File: config.mk
export PLATFORM = sky130hd
export DESIGN_NAME = fetch_unit_flat
export DESIGN_NICKNAME = d
export VERILOG_FILES = /design/src/rtl/fetch_pkg.sv /design/src/rtl/fetch_unit_if.sv /design/src/rtl/if_id_reg.sv /design/src/rtl/fetch_unit.sv /design/src/flat_wrapper.sv
export SDC_FILE = /design/constraint.sdc
export NUM_CORES = 1
export LEC_CHECK = 0
export CORE_MARGIN = 4
export CORE_UTILIZATION = 47
export CTS_BUF_LIST = sky130_fd_sc_hd__clkbuf_4
export CTS_CLUSTER_SIZE = 28
export DETAILED_ROUTE_END_ITERATION = 10
export PLACE_DENSITY = 0.79
export SYNTH_ARGS = -nofsm -noshare
export SYNTH_HDL_FRONTEND = slang
export SYNTH_SLANG_ARGS = --single-unit
File: constraint.sdc
create_clock -name clk -period 1.85 [get_ports clk]
set_input_delay 0.185 -clock clk [delete_from_list [all_inputs] [get_ports clk]]
set_output_delay 0.185 -clock clk [all_outputs]
set_load 0.02 [all_outputs]
File: src/rtl/fetch_pkg.sv
// fetch_pkg: shared definitions for the instruction-fetch stage.
//   - pcsrc encodings used by decode to select the next PC
//   - fetch FSM state enum
//   - NOP word used for IF/ID bubbles
//   - default reset PC
//   - select_target(): picks the redirect target for a given pcsrc
package fetch_pkg;

   localparam logic [1:0] PCSRC_PC4 = 2'b00;
   localparam logic [1:0] PCSRC_B   = 2'b01;
   localparam logic [1:0] PCSRC_J   = 2'b10;
   localparam logic [1:0] PCSRC_JR  = 2'b11;

   localparam logic [31:0] NOP              = 32'h0000_0000;
   localparam logic [31:0] RESET_PC_DEFAULT = 32'h0000_3000;

   typedef enum logic [1:0] {
      START = 2'd0,
      FETCH = 2'd1,
      FULL  = 2'd2
   } fetch_state_e;

   // Redirect target selected by decode. PCSRC_PC4 never reaches the
   // redirect path (it is not a redirect), so it maps to the branch target
   // only to keep the function total.
   function automatic logic [31:0] select_target(
      input logic [1:0]  pcsrc,
      input logic [31:0] npcb,
      input logic [31:0] npcj,
      input logic [31:0] npcjr
   );
      logic [31:0] t;
      case (pcsrc)
         PCSRC_J:  t = npcj;
         PCSRC_JR: t = npcjr;
         default:  t = npcb;
      endcase
      return t;
   endfunction

endpackage

File: src/rtl/fetch_unit_if.sv
// fetch_unit_if: request/acknowledge bus between the fetch stage and the
// instruction memory.
//   req   : fetch request (master -> slave)
//   addr  : fetch address (master -> slave)
//   ack   : transfer complete when req & ack (slave -> master)
//   rdata : instruction word, valid in the ack cycle (slave -> master)
interface fetch_unit_if;
   logic        req;
   logic [31:0] addr;
   logic        ack;
   logic [31:0] rdata;

   modport master (output req, output addr, input ack, input rdata);
   modport slave  (input req, input addr, output ack, output rdata);
endinterface

File: src/rtl/if_id_reg.sv
// if_id_reg: IF/ID pipeline register (instruction, pc+4, valid).
//   clk      : clock
//   reset    : asynchronous active-low reset (clears to a bubble)
//   load     : capture instr_in/pc4_in with valid = 1
//   bubble   : insert a nop bubble (instr = NOP, pc4 = 0, valid = 0)
//   instr_in, pc4_in : data to capture on load
//   instr, pc4, valid : register outputs to decode
// With neither load nor bubble the register holds; load has priority.
module if_id_reg
   import fetch_pkg::*;
(
   input  logic        clk,
   input  logic        reset,
   input  logic        load,
   input  logic        bubble,
   input  logic [31:0] instr_in,
   input  logic [31:0] pc4_in,
   output logic [31:0] instr,
   output logic [31:0] pc4,
   output logic        valid
);

   always_ff @(posedge clk or negedge reset) begin
      if (!reset) begin
         instr <= NOP;
         pc4   <= 32'h0;
         valid <= 1'b0;
      end else if (load) begin
         instr <= instr_in;
         pc4   <= pc4_in;
         valid <= 1'b1;
      end else if (bubble) begin
         instr <= NOP;
         pc4   <= 32'h0;
         valid <= 1'b0;
      end
   end

endmodule

File: src/rtl/fetch_unit.sv
// fetch_unit: instruction-fetch stage of the five-stage MIPS pipeline.
// Owns the PC, fetches over a req/ack bus from a variable-latency memory,
// drives IF/ID, honours decode redirects with a branch delay slot, and
// buffers one completed fetch while decode is stalled.
//   clk, reset        : clock, asynchronous active-low reset
//   stall_D           : decode stalled; IF/ID holds, redirects ignored
//   pcsrc_D           : next-PC select from decode (pc4/branch/jump/jr)
//   npcb, npcj, npcjr : redirect targets
//   imem              : instruction memory bus (master side)
//   instr_D, pc4_D, valid_D : IF/ID register outputs
module fetch_unit
   import fetch_pkg::*;
#(
   parameter logic [31:0] RESET_PC = RESET_PC_DEFAULT
) (
   input  logic                clk,
   input  logic                reset,
   input  logic                stall_D,
   input  logic [1:0]          pcsrc_D,
   input  logic [31:0]         npcb,
   input  logic [31:0]         npcj,
   input  logic [31:0]         npcjr,
   fetch_unit_if.master        imem,
   output logic [31:0]         instr_D,
   output logic [31:0]         pc4_D,
   output logic                valid_D
);

   fetch_state_e state_reg;
   logic         req_reg;
   logic [31:0]  pc_reg;
   logic [31:0]  pend_pc_reg;
   logic         pend_v_reg;
   logic [31:0]  buf_instr_reg;
   logic [31:0]  buf_pc4_reg;

   logic [31:0]  pc_plus4;
   logic [31:0]  target;
   logic         redirect;
   logic         ack_fire;
   logic [31:0]  next_pc;

   logic         ifid_load;
   logic         ifid_bubble;
   logic [31:0]  ifid_instr_in;
   logic [31:0]  ifid_pc4_in;

   // Bus outputs come straight from registers: no path from ack to req/addr.
   assign imem.req  = req_reg;
   assign imem.addr = pc_reg;

   assign pc_plus4 = pc_reg + 32'd4;
   assign target   = select_target(pcsrc_D, npcb, npcj, npcjr);
   // Only a real, unstalled instruction in decode may redirect.
   assign redirect = valid_D && !stall_D && (pcsrc_D != PCSRC_PC4);
   assign ack_fire = (state_reg == FETCH) && imem.ack;
   // A redirect arriving with the ack wins over an older pending one.
   assign next_pc  = redirect   ? target :
                     pend_v_reg ? pend_pc_reg : pc_plus4;

   // IF/ID control
   always_comb begin
      ifid_load     = 1'b0;
      ifid_bubble   = 1'b0;
      ifid_instr_in = imem.rdata;
      ifid_pc4_in   = pc_plus4;
      case (state_reg)
         START: begin
            ifid_bubble = !stall_D;
         end
         FETCH: begin
            if (!stall_D) begin
               if (imem.ack) ifid_load   = 1'b1;
               else          ifid_bubble = 1'b1;
            end
         end
         FULL: begin
            ifid_instr_in = buf_instr_reg;
            ifid_pc4_in   = buf_pc4_reg;
            ifid_load     = !stall_D;
         end
         default: begin
            ifid_bubble = !stall_D;
         end
      endcase
   end

   // FSM, PC, pending redirect and skid buffer
   always_ff @(posedge clk or negedge reset) begin
      if (!reset) begin
         state_reg     <= START;
         req_reg       <= 1'b0;
         pc_reg        <= RESET_PC;
         pend_pc_reg   <= 32'h0;
         pend_v_reg    <= 1'b0;
         buf_instr_reg <= 32'h0;
         buf_pc4_reg   <= 32'h0;
      end else begin
         case (state_reg)
            START: begin
               state_reg <= FETCH;
               req_reg   <= 1'b1;
            end
            FETCH: begin
               if (ack_fire) begin
                  pc_reg     <= next_pc;
                  pend_v_reg <= 1'b0;
                  if (stall_D) begin
                     // Decode cannot take the word: park it and stop fetching.
                     buf_instr_reg <= imem.rdata;
                     buf_pc4_reg   <= pc_plus4;
                     state_reg     <= FULL;
                     req_reg       <= 1'b0;
                  end
               end else if (redirect) begin
                  // The in-flight fetch is the delay slot; redirect after it.
                  pend_pc_reg <= target;
                  pend_v_reg  <= 1'b1;
               end
            end
            FULL: begin
               if (!stall_D) begin
                  // The buffered word is the delay slot, so a redirect here
                  // replaces the PC directly.
                  if (redirect) pc_reg <= target;
                  state_reg <= FETCH;
                  req_reg   <= 1'b1;
               end
            end
            default: begin
               state_reg <= START;
               req_reg   <= 1'b0;
            end
         endcase
      end
   end

   if_id_reg u_if_id (
      .clk      (clk),
      .reset    (reset),
      .load     (ifid_load),
      .bubble   (ifid_bubble),
      .instr_in (ifid_instr_in),
      .pc4_in   (ifid_pc4_in),
      .instr    (instr_D),
      .pc4      (pc4_D),
      .valid    (valid_D)
   );

endmodule

File: src/flat_wrapper.sv
// flat-port wrapper written by rule: the top's interface ports become plain ports
module fetch_unit_flat import fetch_pkg::*;
#(
   parameter logic [31:0] RESET_PC = RESET_PC_DEFAULT
)
  (clk, reset, stall_D, pcsrc_D, npcb, npcj, npcjr, instr_D, pc4_D, valid_D, imem_req, imem_addr, imem_ack, imem_rdata);
  fetch_unit_if imem_i ();
  input  logic clk;
  input  logic reset;
  input  logic stall_D;
  input  logic [1:0] pcsrc_D;
  input  logic [31:0] npcb;
  input  logic [31:0] npcj;
  input  logic [31:0] npcjr;
  output logic [31:0] instr_D;
  output logic [31:0] pc4_D;
  output logic valid_D;
  output wire logic [$bits(imem_i.req)-1:0] imem_req;
  output wire logic [$bits(imem_i.addr)-1:0] imem_addr;
  input wire logic [$bits(imem_i.ack)-1:0] imem_ack;
  input wire logic [$bits(imem_i.rdata)-1:0] imem_rdata;
  assign imem_req = imem_i.req;
  assign imem_addr = imem_i.addr;
  assign imem_i.ack = imem_ack;
  assign imem_i.rdata = imem_rdata;
  fetch_unit #(.RESET_PC(RESET_PC)) u_core (.clk(clk), .reset(reset), .stall_D(stall_D), .pcsrc_D(pcsrc_D), .npcb(npcb), .npcj(npcj), .npcjr(npcjr), .imem(imem_i), .instr_D(instr_D), .pc4_D(pc4_D), .valid_D(valid_D));
endmodule
==> impl_metrics.ini, run 1 <==
[setup_path]
critPathMaxFanout = 4
crit_buf_inv = 2
worst-r2r-cell-count = 7
r2r_setup_slack_ns = -0.13
critPathKind = flop to flop
r2r-end = u_core.imem.addr[28]
cp.required_ns = 2.36
path_cells = inv_2 -> ha_4 -> clkinvlp_4 -> nor4_4 -> a22oi_2 -> or3b_1 -> o211ai_1
critPathSlowestCell = dfrtp_1
cp_top_family = simple AND/OR/NAND/NOR gates
slowest_delay_ns = 0.43
critPathLaunchType = flop
arrival_ns = 2.49
timing.rr.start = u_core.state_reg[1]
cp-end-kind = flop

[drt]
drcViolationCount = 0
wl_per_cell_um = 21.13
vias = 9557
vias_per_cell = 5.778
detail_route.first_pass.iterations = 5
ant_nets = 0
drt_iter0_markers = 825
routed_wl_mm = 34.94

[logic_synthesis]
synthArstFlopShare_pct = 100.0
yosysWarnings = 0
synthesis.nets = 1119
synth-edff-count = 0
synthCells = 981
syn_avg_cell_area_um2 = 10.19
seq_area_frac_synth_pct = 49.09
synth_area_um2 = 9997
ys_ff_latch = 196
synth_cell_types = 69
synth_ff_type = dfrtp_1

[clock_tree]
clkSlewWorstSetupHoldPaths_ns = 0.18
tritoncts = built
cts_buffer_depth = 2
cts.sinks = 196
worstSkewPairLatency_ns = 0.59
cts_made_buffers = 17
htreeDepth = 4
clockRootBuffer = clkbuf_4

[power_and_ir_drop]
p_seq_share_pct = 29.7
peakVddDrop_v = 0.0008206
combPwrFrac_pct = 61.2
clock_power_share_pct = 9.2
netSwitchingPower_mw = 11.46
powerDensity_nw_per_um2 = 1701
swShare_pct = 43.03
finalPower_mw = 26.64
p_int_mw = 15.18
p_leak_nw = 7.536

[floorplanning]
coreArea_um2 = 20960
core.rowCount = 53
dieArea_um2 = 23670
start_util_pct = 47.71
dieWidth_um = 153.8
pin_count = 232
die_y_um = 153.8

[sta]
drv_slew = 0
worst_pin_slew_ns = 0.4444
setup_slack_ns = -0.1270
finalCritPeriodShare_pct = 106.9
finalSetupViolations = 47
maxSlewHeadroom_pct = 70.37
period_needed_ns = 1.977
final-hold-violation-count = 0
setup_tns_ns = -1.777
fmax_mhz = 505.8
fin_skew_ns = 0.02346
rsz0062_at_grt = true

[global_routing]
grt_overflow = 0
antenna_found_initial = 1
grt_max_degree = 66
grt_pass1_vias = 9075
grt_pass1_wl_mm = 49.91
grt_util_all_layers_pct = 26.44

[final_layout]
area_growth_pct = 56.71
fillers = 1438
nets = 1503
seq_area_um2 = 4922
layout_common_cells = dfrtp_1 (182), clkdlybuf4s50_1 (141), buf_4 (131)
drive_gt1_share_pct = 34.11
final_common_cell = dfrtp_1
multi_input_area_um2 = 5585

[outcome]
violations = setup timing
outcome = finished with violations

[hold_path]
min-delay-path-class = primary input to asynchronous set/reset pin

[place]
dp_hpwl_mm = 23.20
port_buffers = 231
gp_congestion = 0.9503

[job]
cap_violations = 0
[worst reg2reg max path, cell delays in order, from the launching register on]
cell and delay [ns]:
dfrtp_1 0.43, inv_2 0.09, ha_4 0.29, clkinvlp_4 0.18, nor4_4 0.29, a22oi_2 0.13
or3b_1 0.39, o211ai_1 0.10
[cells in the mapped netlist, types with 6 or more instances]
| library cell | number | share of area [%] |
|---|---|---|
| a21o_1 | 7 | 0.53 |
| a21oi_1 | 23 | 1.2 |
| a22o_1 | 12 | 1.1 |
| a22oi_1 | 15 | 1.1 |
| a2bb2oi_1 | 6 | 0.53 |
| a31oi_1 | 16 | 1.0 |
| and3_1 | 7 | 0.44 |
| buf_2 | 29 | 1.5 |
| clkbuf_1 | 29 | 1.1 |
| dfrtp_1 | 194 | 49 |
| inv_1 | 14 | 0.53 |
| mux2_2 | 57 | 6.4 |
| mux2i_1 | 70 | 7.0 |
| nand2_1 | 135 | 5.1 |
| nand2b_1 | 6 | 0.38 |
| nand3_1 | 16 | 0.80 |
| nand4_1 | 11 | 0.69 |
| nor2_1 | 53 | 2.0 |
| nor3_1 | 10 | 0.50 |
| o21ai_0 | 112 | 5.6 |
| o21ai_1 | 7 | 0.35 |
| o22a_1 | 12 | 1.1 |
| o22ai_1 | 8 | 0.50 |
| xnor2_1 | 15 | 1.3 |
| xor2_1 | 9 | 0.79 |
[final cells by class]
class                      instances  area share [%]
antenna                            1         0.01597
clock buffer                      17          0.8146
clock inverter                    15           1.094
inverter                          14          0.3834
multi-input combinational        706           35.65
sequential                       196           31.42
tap                              275           2.196
timing repair buffer             430           28.42
[worst max-delay path by stage]
| stage | from | endpoint | slack, ns | cells after the start |
|---|---|---|---|---|
| after floorplan | u_core.state_reg[0] | u_core.imem.addr[28] | -0.04 | 7 |
| after global placement | stall_D | u_core.imem.addr[13] | -0.29 | 6 |
| after detailed placement | stall_D | u_core.imem.addr[13] | -0.32 | 6 |
| after CTS | u_core.state_reg[1] | u_core.imem.addr[28] | -0.04 | 7 |
| after global routing | u_core.state_reg[1] | u_core.imem.addr[28] | -0.19 | 7 |
| final | u_core.state_reg[1] | u_core.imem.addr[28] | -0.13 | 7 |
[power by group through the flow]
stage          sequential [mW]  clock [mW]  combinational [mW]
6_report                  7.91        2.44                16.3
3_5_place_dp              7.76           0                12.7
4_1_cts                   7.65        2.45                13.9
3_3_place_gp              7.66           0                12.5
2_1_floorplan             8.73           0                5.52
5_1_grt                   8.13        2.62                17.2
[layer usage]
metal / track usage, % / part of all wire (%) / up-vias / routed length [um]
met4: 7.107 / 3.2 / 0 / 1109
met2: 43.68 / 48 / 470 / 16930
li1: - / - / 4347 / -
met1: 35.79 / 41 / 4654 / 14330
met3: 5.404 / 7.4 / 86 / 2576
met5: 0 / 0 / - / 0
[logic make-up after synthesis]
group | synth area share (%)
simple gates | 13.52
compound gates | 17.66
flops | 49.09
mux | 13.43
buf+inv | 3.705
xor+xnor | 2.103
fa+ha+maj | 0.5006
[metrics by stage]
stage | util, % | std cells | cell area, um^2 | setup WS, ns | hold WS [ns]
floorplan | - | 981 | 10070 | -0.04340 | -0.1106
global placement | 65.27 | 1562 | 13680 | -0.2918 | 0.08814
detailed placement | 65.27 | 1562 | 13680 | -0.3174 | 0.09094
CTS | 69.36 | 1624 | 14540 | -0.04347 | 0.1457
global route | 74.76 | 1654 | 15670 | -0.1851 | 0.007396
finish | 74.76 | 1654 | 15670 | -0.1270 | 0.008418
[repair_timing]
item	CTS	global route
hold buffers	2	0
gates resized for setup	103	268
gates cloned	6	7
setup buffers	23	26
pin swaps	20	80
hold endpoints to repair	194	0
setup endpoints to repair	125	169
Note: power is estimated with default switching activity, not from simulation.
==> run 2, diff against run 1 <==
CORE_ASPECT_RATIO = 0.9   (was unset)
TNS_END_PERCENT = 50   (was unset)
==> run 2 against run 1 <==
- the flow still finishes with violations (setup timing)
- die area is essentially flat
- power shrank 1.6%
- critical path type unchanged
- register-to-register slack is essentially flat
- maximum frequency shrank 0.21%
- critical path depth is the same
- sequential share of layout area grew 0.16 points
- clock skew grew 0.0049 ns
- global-route usage shrank 0.39 points
- largest power group unchanged
- clock-buffer cell count is the same
- combinational power shrank 4%
==> impl_metrics.ini, run 2 (synthesis gave the netlist of run 1 again) <==
[final_layout]
finalNonFillerCells = 1654
nets = 1493
final_common_cell = dfrtp_1
seq_area_um2 = 4917
area_growth_pct = 55.77
drive_gt1_share_pct = 32.31
layout_common_cells = dfrtp_1 (186), clkdlybuf4s50_1 (138), buf_4 (130)
multi_input_area_um2 = 5545
fillers = 1414
diodes = 0
finalInstanceArea_um2 = 15570

[drt]
wl_per_cell_um = 20.76
drt_iter0_markers = 903
routed_wl_mm = 34.34
drcViolationCount = 0
vias_per_cell = 5.778
vias = 9556
ant_nets = 0
detail_route.first_pass.iterations = 6

[sta]
maxSlewHeadroom_pct = 67.03
final-hold-violation-count = 0
rsz0062_at_grt = true
worst_pin_slew_ns = 0.4918
period_needed_ns = 1.981
finalCritPeriodShare_pct = 107.1
setup_tns_ns = -1.715
fin_hold_ws_ns = 0.09460
fin_skew_ns = 0.02839
finalSetupViolations = 57
setup_slack_ns = -0.1312
drv_slew = 0
fmax_mhz = 504.7

[power_and_ir_drop]
swShare_pct = 42.52
combPwrFrac_pct = 60.1
peakVddDrop_v = 0.0007309
p_seq_share_pct = 29.9
p_leak_nw = 7.592
powerDensity_nw_per_um2 = 1683
p_int_mw = 15.07
netSwitchingPower_mw = 11.14
clock_power_share_pct = 10.0

[outcome]
outcome = finished with violations
violations = setup timing

[clock_tree]
tritoncts = built
clkSlewWorstSetupHoldPaths_ns = 0.18
worstSkewPairLatency_ns = 0.60
cts.sinks = 196
cts_buffer_depth = 2
clockRootBuffer = clkbuf_4
cts_made_buffers = 17
htreeDepth = 4

[floorplanning]
start_util_pct = 47.99
dieArea_um2 = 23670
coreArea_um2 = 20830
pin_count = 232
die_y_um = 146.4
core.rowCount = 50
dieWidth_um = 161.7

[place]
dpl_cell_area_um2 = 13670
gp_congestion = 0.9440
port_buffers = 231
dp_hpwl_mm = 22.86
dp.cells = 1570

[setup_path]
cp.required_ns = 2.36
cp-end-kind = flop
critPathKind = flop to flop
critPathLaunchType = flop
arrival_ns = 2.49
critPathMaxFanout = 4

[hold_path]
min-delay-path-class = primary input to asynchronous set/reset pin

[job]
cap_violations = 0

[global_routing]
grt_overflow = 0
grt_util_all_layers_pct = 26.05
grt_pass1_wl_mm = 49.34
antenna_found_initial = 0
grt_pass1_vias = 9033
grt_max_degree = 60
-- run 2: changes by cell type in the layout (fill, tap and decap cells not counted), sizes merged, moves of 2 or more --
cell           delta
o21ai             -3
clkbuf            -5
buf               -2
clkdlybuf4s50     -3
dlymetal6s2s      +4
clkinv            -4
inv               +3
-- run 2: routing by layer --
layer,up-vias,part of all wire [%],global-route usage [%]
met4,0,3.3,7.442
met1,4619,41,36.55
met5,-,0,0
li1,4303,-,-
met3,97,8.5,5.504
met2,537,47,41.26
-- run 2: area by class of cell --
class | instances | share of cell area, %
Multi-Input combinational cell | 703 | 35.61
Inverter | 14 | 0.3696
Clock inverter | 15 | 1.350
Sequential cell | 196 | 31.58
Clock buffer | 17 | 0.8195
Tap cell | 286 | 2.298
Timing Repair Buffer | 423 | 27.98
-- run 2: power groups by stage --
stage          registers (mW)  logic (mW)  clock network, mW
2_1_floorplan            8.72        5.50                  0
3_3_place_gp             7.64        12.3                  0
3_5_place_dp             7.74        12.6                  0
4_1_cts                  7.64        13.7               2.66
5_1_grt                  8.07        16.6               2.83
6_report                 7.85        15.7               2.62
-- run 2: metrics by stage --
stage                     power (mW)  utilization (%)  setup slack (ns)
after floorplan                14.22                -          -0.06305
after global placement         19.94            65.63           -0.1866
after detailed placement       20.32            65.63           -0.2462
after CTS                      23.96            69.42          -0.08536
after global routing           27.53            74.75           -0.2389
final                          26.21            74.75           -0.1312
-- run 2: timing repair --
item | in CTS | in global routing
resized for setup | 100 | 276
endpoints found under the hold margin | 195 | 0
setup buffers | 19 | 26
hold buffers | 1 | 0
pin swaps | 11 | 72
setup endpoints to repair | 167 | 185
cloned | 4 | 7
-- run 2: worst paths after layout --
check / slack [ns] / to / start / cells after the start
hold / removal: 0.09 / u_core.pend_pc_reg[12] / reset / 2
setup reg to reg: -0.13 / u_core.imem.addr[28] / u_core.imem.addr[8] / 7
min in group clk: 0.21 / u_core.pend_pc_reg[22] / pcsrc_D[0] / 4
setup / recovery: -0.13 / u_core.imem.addr[28] / u_core.imem.addr[8] / 7
hold reg to reg: 0.50 / u_core.u_if_id.instr[11] / u_core.u_if_id.instr[11] / 2
max in group asynchronous: 1.09 / u_core.imem.addr[29] / reset / 3
-- run 2: worst max-delay path, stage by stage (launching register included) --
cell	delay (ns)
dfrtp_1	0.48
buf_6	0.13
nand4_1	0.25
nor3_2	0.23
buf_4	0.18
nand4_1	0.23
o21a_1	0.25
o211ai_1	0.15
